File: src/rtl/tictactoe_pkg.sv
// Shared encodings for the 4x4 board referee.
// Cell codes, winner codes, line count and FSM states.
package tictactoe_pkg;

   localparam logic [1:0] CODE_EMPTY = 2'b00;
   localparam logic [1:0] CODE_P1    = 2'b11;
   localparam logic [1:0] CODE_P2    = 2'b10;

   localparam logic [1:0] WINNER_NONE = 2'b00;
   localparam logic [1:0] WINNER_P1   = 2'b01;
   localparam logic [1:0] WINNER_P2   = 2'b10;

   localparam int NUM_LINES = 10;
   localparam int NUM_CELLS = 16;

   typedef enum logic [1:0] {
      CELL_EMPTY,
      CELL_P1,
      CELL_P2
   } cell_e;

   typedef enum logic [1:0] {
      S_IDLE,
      S_SCAN,
      S_DONE
   } state_e;

   // Codes other than the two player codes read as empty.
   function automatic cell_e classify(
      input logic [1:0] code,
      input logic [1:0] p1,
      input logic [1:0] p2
   );
      if (code == p1) return CELL_P1;
      if (code == p2) return CELL_P2;
      return CELL_EMPTY;
   endfunction

endpackage

File: src/rtl/game_referee_line_lookup.sv
// Maps a winning-line index to its four cells and
// returns those cells' raw 2-bit codes from the board.
module line_lookup
   import tictactoe_pkg::*;
(
   input  logic [3:0]       line_idx,
   input  logic [31:0]      board,
   output logic [3:0][1:0]  cells
);

   logic [3:0][3:0] idx;
   logic [3:0]      col;

   assign col = line_idx - 4'd4;

   always_comb begin
      idx = '0;
      for (int k = 0; k < 4; k++) begin
         if (line_idx < 4'd4) begin
            idx[k] = {line_idx[1:0], 2'(k)};
         end else if (line_idx < 4'd8) begin
            idx[k] = {2'(k), col[1:0]};
         end else if (line_idx == 4'd8) begin
            idx[k] = 4'(5 * k);
         end else begin
            idx[k] = 4'(3 + 3 * k);
         end
      end
   end

   always_comb begin
      cells = '0;
      for (int k = 0; k < 4; k++) begin
         cells[k] = board[{idx[k], 1'b0} +: 2];
      end
   end

endmodule

File: src/rtl/game_referee.sv
// Snapshots the packed board on change and scans the ten
// winning lines one per clock; reports winner/draw/game over.
module game_referee
   import tictactoe_pkg::*;
#(
   parameter logic [1:0] P1_CODE = CODE_P1,
   parameter logic [1:0] P2_CODE = CODE_P2
) (
   input  logic        clk,
   input  logic        reset,
   input  logic [31:0] num,
   output logic [1:0]  winner,
   output logic [3:0]  win_line,
   output logic        draw,
   output logic        game_over,
   output logic        result_valid,
   output logic        busy
);

   state_e      state_q, state_d;
   logic [31:0] board_q, board_d;
   logic [3:0]  line_idx_q, line_idx_d;
   logic [1:0]  winner_q, winner_d;
   logic [3:0]  win_line_q, win_line_d;
   logic        draw_q, draw_d;
   logic        over_q, over_d;

   logic [3:0][1:0] cells;
   logic            line_p1;
   logic            line_p2;
   logic            board_full;
   logic            num_empty;

   line_lookup u_lookup (
      .line_idx (line_idx_q),
      .board    (board_q),
      .cells    (cells)
   );

   always_comb begin
      line_p1 = 1'b1;
      line_p2 = 1'b1;
      for (int k = 0; k < 4; k++) begin
         if (classify(cells[k], P1_CODE, P2_CODE) != CELL_P1)
            line_p1 = 1'b0;
         if (classify(cells[k], P1_CODE, P2_CODE) != CELL_P2)
            line_p2 = 1'b0;
      end
   end

   // Full-board test on the snapshot, all-empty test on the live input.
   always_comb begin
      board_full = 1'b1;
      num_empty  = 1'b1;
      for (int i = 0; i < NUM_CELLS; i++) begin
         if (classify(board_q[2*i +: 2], P1_CODE, P2_CODE) == CELL_EMPTY)
            board_full = 1'b0;
         if (classify(num[2*i +: 2], P1_CODE, P2_CODE) != CELL_EMPTY)
            num_empty = 1'b0;
      end
   end

   always_comb begin
      state_d    = state_q;
      board_d    = board_q;
      line_idx_d = line_idx_q;
      winner_d   = winner_q;
      win_line_d = win_line_q;
      draw_d     = draw_q;
      over_d     = over_q;
      case (state_q)
         S_IDLE: begin
            if (num != board_q) begin
               board_d = num;
               if (over_q) begin
                  if (num_empty) begin
                     winner_d   = WINNER_NONE;
                     win_line_d = '0;
                     draw_d     = 1'b0;
                     over_d     = 1'b0;
                  end
               end else begin
                  line_idx_d = '0;
                  state_d    = S_SCAN;
               end
            end
         end
         S_SCAN: begin
            if (line_p1) begin
               winner_d   = WINNER_P1;
               win_line_d = line_idx_q;
               state_d    = S_DONE;
            end else if (line_p2) begin
               winner_d   = WINNER_P2;
               win_line_d = line_idx_q;
               state_d    = S_DONE;
            end else if (line_idx_q == 4'(NUM_LINES - 1)) begin
               draw_d  = board_full;
               state_d = S_DONE;
            end else begin
               line_idx_d = line_idx_q + 4'd1;
            end
         end
         S_DONE: begin
            over_d  = (winner_q != WINNER_NONE) | draw_q;
            state_d = S_IDLE;
         end
         default: state_d = S_IDLE;
      endcase
   end

   always_ff @(posedge clk or negedge reset) begin
      if (!reset) begin
         state_q    <= S_IDLE;
         board_q    <= '0;
         line_idx_q <= '0;
         winner_q   <= WINNER_NONE;
         win_line_q <= '0;
         draw_q     <= 1'b0;
         over_q     <= 1'b0;
      end else begin
         state_q    <= state_d;
         board_q    <= board_d;
         line_idx_q <= line_idx_d;
         winner_q   <= winner_d;
         win_line_q <= win_line_d;
         draw_q     <= draw_d;
         over_q     <= over_d;
      end
   end

   assign winner       = winner_q;
   assign win_line     = win_line_q;
   assign draw         = draw_q;
   assign game_over    = over_q;
   assign result_valid = (state_q == S_DONE);
   assign busy         = (state_q == S_SCAN);

endmodule

File: config.mk
export PLATFORM = sky130hd
export DESIGN_NAME = game_referee
export DESIGN_NICKNAME = d
export VERILOG_FILES = /design/src/rtl/tictactoe_pkg.sv /design/src/rtl/game_referee_line_lookup.sv /design/src/rtl/game_referee.sv
export SDC_FILE = /design/constraint.sdc
export NUM_CORES = 1
export LEC_CHECK = 0
export CORE_MARGIN = 2
export CORE_UTILIZATION = 43
export CTS_BUF_LIST = sky130_fd_sc_hd__clkbuf_2
export DETAILED_ROUTE_END_ITERATION = 12
export PLACE_DENSITY = 0.7
export SETUP_SLACK_MARGIN = 0.05
export SYNTH_ARGS = -nofsm -noshare
export SYNTH_HDL_FRONTEND = slang
export SYNTH_SLANG_ARGS = --single-unit
File: constraint.sdc
create_clock -name clk -period 3.1 [get_ports clk]
set_input_delay 0.93 -clock clk [delete_from_list [all_inputs] [get_ports clk]]
set_output_delay 0.93 -clock clk [all_outputs]
set_load 0.03 [all_outputs]
---- Word level (Yosys, flattened, before mapping) ----
Cells that the tools add are included.
W data, S select, Z words.
word-level totals
  register bits after elaboration ......... 46
  output and inout port bits .............. 10
  word-level logic and storage cells ...... 492
operators by class
  $add $sub $neg .......................... 2
  $lt $le $gt $ge ......................... 2
  eq/ne operators ......................... 95
  shifts and indexed selects .............. 4
  mux-type cells .......................... 339
  bitwise operators ....................... 1
  reduce and logical (&&, ||, !) cells .... 42
operators with widths
  kind                   count
  $mux W2                158
  $mux W1                157
  $eq A2 B2 Y1 const B   73
  $shiftx A32 B6 Y2      4
  $mux W4                18
  $reduce_bool A2 Y1     19
  $logic_not A2 Y1       17
  $ne A32 B32 Y1         1
  $ne A2 B2 Y1 const B   11
  $pmux W4 S2            2
  $ne A2 B1 Y1 const B   5
  $eq A4 B4 Y1 const B   2
  $pmux W2 S2            2
  $reduce_and A7 Y1      1
  $reduce_and A6 Y1      1
  $reduce_and A5 Y1      1
  $add A4 B1 Y4 const B  1
  $lt A4 B3 Y1 const B   1
  $lt A4 B4 Y1 const B   1
  $ne A4 B1 Y1 const B   1
  $pmux W1 S2            2
  $reduce_and A2 Y1      2
  $ne A3 B1 Y1 const B   1
  $reduce_and A3 Y1      1
  3 further kinds        3

---- Logic depth before layout (Yosys ltp) ----
  depth in word-level cells ............... 26
  depth in mapped cells ................... 13
  depth with buffers taken out ............ 10

---- By module ----
From an unflattened synthesis, not the netlist that was laid out.
unflattened totals
  cells, all modules ...................... 374
  area total of the unflattened synthesis .. 3606.0 sq um
by module, submodules not included
  module        instances  cells each  area each (sq um)  seq. area each (sq um)
  game_referee  1          203         2566.2             1151.1
  line_lookup   1          171         1039.7             0.0

---- Least setup slack after synthesis ----
No wires, ideal clock.
  path kind ............................... register to register
  start point ............................. reg line_idx_q[0]
  end point ............................... reg win_line_q[0], in the netlist win_line[0]
  data arrival time ....................... 2.660 ns
  required time ........................... 2.978 ns
  path slack .............................. 0.319 ns
  stages on the path, launching flop included .. 13
  path buffers ............................ 2
  clock period less this slack ............ 2.781 ns
  path through ............................ dfrtp_1 -> buf_4 -> inv_1 -> buf_4 -> ha_1 -> nor2b_4 -> nor3_1 -> o311ai_1 -> o211ai_1 -> nor4_4 -> nand2_1 -> a31o_1 -> a32o_1
between the ends
  word-level cells in the longest chain between the ends .. 17
RTL lines
  what                                                                   line                 RTL
  start: declaration                                                     game_referee.sv:22   logic [3:0] line_idx_q, line_idx_d;
  start signal: assignment                                               game_referee.sv:124  line_idx_q <= line_idx_d;
  parallel branches: the longest is 17 deep, another holds $lt A4 B4 Y1  n/a
  end signal: assignment                                                 game_referee.sv:126  win_line_q <= win_line_d;
  end: declaration                                                       game_referee.sv:24   logic [3:0] win_line_q, win_line_d;
Several ways; the timed one is not identified. The select of a mux whose other input is x is not followed.
A chain may end at the register's enable or synchronous reset.

---- Worst setup path after layout ----
  start point ............................. in num[28]
  end point ............................... reg board_q[30]
between the ends
  word-level cells in the longest chain between the ends .. 2
RTL lines
  what                         line                 RTL
  start: declaration           game_referee.sv:11   input logic [31:0] num,
  $ne A32 B32 Y1               game_referee.sv:73   if (num != board_q) begin
  $reduce_and A2 Y1 (no line)  n/a
  end signal: assignment       game_referee.sv:123  board_q <= board_d;
  end: declaration             game_referee.sv:21   logic [31:0] board_q, board_d;
Every way passes these cells.

==> impl_metrics.yaml <==
run_status:
  status: "finished clean"
cts:
  cts_buffers: 5
  clockBufferDepth: 2
  cts.sinks: 46
  clkTransAtPathRegs_ns: 0.24
  cts-root-buf: "clkbuf_2"
  h-tree-depth: 2
  cts_tree: "done"
  insertion_delay_ns: 0.43
  hold_buffers: 0
floorplanning:
  fp.dieArea_sq_um: 8174
  die_h_microns: 90.41
  row_count: 31
  core-area_sq_um: 7253
  start_util_pct: 44.26
  die_w_microns: 90.41
  ios: 44
routing:
  drt_first_pass_iters: 5
  routed_wl_microns: 8448
  wl_per_cell_microns: 17.90
  drt.antenna.violating_nets: 0
  drcViolationCount: 0
  viasPerCell: 5.888
  via_count: 2779
  dr.first_iter.drc_count: 221
finish:
  nets: 409
  layout_commonest_cell: "dfrtp_1"
  drive_above_1_share_pct: 23.32
  num_antenna_cells: 0
  seq_area_sq_um: 1151
  stdcell_count: 472
  design_area_sq_um: 3920
  fillCellCount: 673
  final_cell_mix: "dfrtp_1, clkdlybuf4s50_1, mux2_2"
  multi_input_area_sq_um: 1936
  area_growth_syn_to_layout_pct: 22.10
yosys:
  ys.warnings.count: 0
  synth.distinct_cells: 71
  syn-num-nets: 348
  synth_edf_count: 0
  synth_top_flop_cell: "dfrtp_1"
  yosys_register_bits: 46
  syn_inst: 311
  syn_area_sq_um: 3211
  async_reset_ff_share_pct: 100.0
  seq_area_frac_synth_pct: 35.85
  avgSynthCellArea_sq_um: 10.32
grt:
  met1_usage_pct: 29.61
  grt_busiest_layer: "met2"
  antenna_found_initial: 0
  use_met3_pct: 3.005
  grt_pass1_vias: 2811
  grt_max_degree: 32
  grt_pass1_wl_microns: 14370
  gr-total-overflow: 0
  grt_usage_pct: 21.64
  use_met2_pct: 35.15
setup_path:
  required_ns: 3.44
  cp.arrival_ns: 3.30
  crit_path_end_kind: "flip-flop"
  crit_type: "input pin to flip-flop"
  critPathMaxFanout: 6
  worst_setup_path_start_kind: "input pin"
timing:
  slew_headroom_pct: 67.92
  hold_violations: 0
  finClkSkew_ns: 0.01322
  drv_slew: 0
  worst_pin_slew_ns: 0.4768
  period_share_pct: 95.47
  fin_crit_ns: 2.959
  fmax_mhz: 337.9
  final.setup.tns_ns: 0
  setup_viol: 0
  rsz0062_at_grt: "true"
worst_hold_path:
  hp-class: "input pin to asynchronous set/reset pin"
placement:
  gp_congestion: 0.8887
  placed_area_sq_um: 3860
  dp_hpwl_microns: 6450
  dp.cells: 463
  portBuffers: 43
flow_run:
  drv_cap: 0
power:
  ir_worst_vdd_uv: 453.7
  power_density_nw_per_um2: 1041
  p_leak_nw: 1.583
## state kept, by name, indices dropped and copies added, names as in the netlist
register,count
line_idx_q,4
winner,2
board_q,32
game_over,1
win_line,4
state_q,2
draw,1
## what timing repair did
| action | CTS | global route |
|---|---|---|
| gates resized for setup | 0 | 3 |
| setup buffers | 0 | 1 |
| endpoints found under the setup margin | 0 | 8 |
## layer usage
layer	vias to the layer above	wire length, microns
li1	1310	-
met1	1351	3813
met2	100	3982
met3	18	426
met4	0	225
met5	-	0
## kinds of logic (layout without fill, tap and decap cells)
logic type	count (synthesis)	in the layout	synth area share (%)
and+or+nand+nor	92	92	17.03
AOI/OAI and AO/OA	80	80	19.92
DFF	46	46	35.85
muxes	38	38	13.09
xor gates and xnor gates	32	32	8.730
buffers and inverters	20	82	4.209
adders and majority gates	3	3	1.169
## final cells by class
class | count | share of cell area (%)
Multi-Input combinational cell | 245 | 49.38
Sequential cell | 46 | 29.36
Timing Repair Buffer | 70 | 16.66
Tap cell | 99 | 3.160
Clock buffer | 5 | 0.6384
Clock inverter | 3 | 0.4149
Inverter | 4 | 0.3830
## worst max-delay path, stage by stage
cell and delay [ns]:
clkdlybuf4s50_1 0.44, xor2_1 0.17, nor4_1 0.36, nand4_1 0.27
o41ai_4 0.43, buf_4 0.21, buf_4 0.15, mux2_2 0.33
## path summary, 6_finish.rpt
path	slack, ns	startpoint	depth (start not counted)	endpoint
setup / recovery	0.14	num[28]	8	board_q[30]$_DFFE_PN0P_
hold / removal	0.38	reset	1	board_q[20]$_DFFE_PN0P_
setup reg to reg	0.28	line_idx_q[2]$_DFFE_PN0P_	9	win_line[2]$_DFFE_PN0P_
hold reg to reg	0.53	win_line[0]$_DFFE_PN0P_	1	win_line[0]$_DFFE_PN0P_
max in group asynchronous	1.97	reset	2	board_q[31]$_DFFE_PN0P_
min in group clk	0.53	win_line[0]$_DFFE_PN0P_	1	win_line[0]$_DFFE_PN0P_
## synth_stat cells, types with 6 or more instances
cell type	count	share of area, %
dfrtp_1	46	36
mux2_2	32	11
xor2_1	24	6.5
nor2_1	15	1.8
a21oi_1	14	2.2
nor4_1	13	2.5
nand2_1	12	1.4
nand4_1	9	1.8
o21ai_0	9	1.4
xnor2_1	8	2.2
buf_4	7	1.6
nor3_1	7	1.1
mux2i_1	6	1.9
nand3_1	6	0.94
## report_power, final
| part | switching, mW | internal [mW] | leakage, nW | total [mW] |
|---|---|---|---|---|
| Combinational | 1.31 | 1.26 | 1.00 | 2.57 |
| Sequential | 0.393 | 0.858 | 0.557 | 1.25 |
| Clock | 0.202 | 0.0513 | 0.0264 | 0.254 |
| Total | 1.91 | 2.17 | 1.58 | 4.08 |
## through the flow
| stage | worst slack [ns] | hold slack, ns | total power, mW | util (%) |
|---|---|---|---|---|
| after floorplan | 0.3186 | 0.5217 | 3.076 | - |
| after global placement | -0.2378 | 0.4839 | 3.729 | 53.22 |
| after detailed placement | -0.3224 | 0.4884 | 3.775 | 53.22 |
| after CTS | 0.1571 | 0.4013 | 4.037 | 53.79 |
| after global routing | 0.05286 | 0.4035 | 4.386 | 54.05 |
| final | 0.1406 | 0.3833 | 4.079 | 54.05 |
Note: power is estimated with default switching activity, not from simulation.
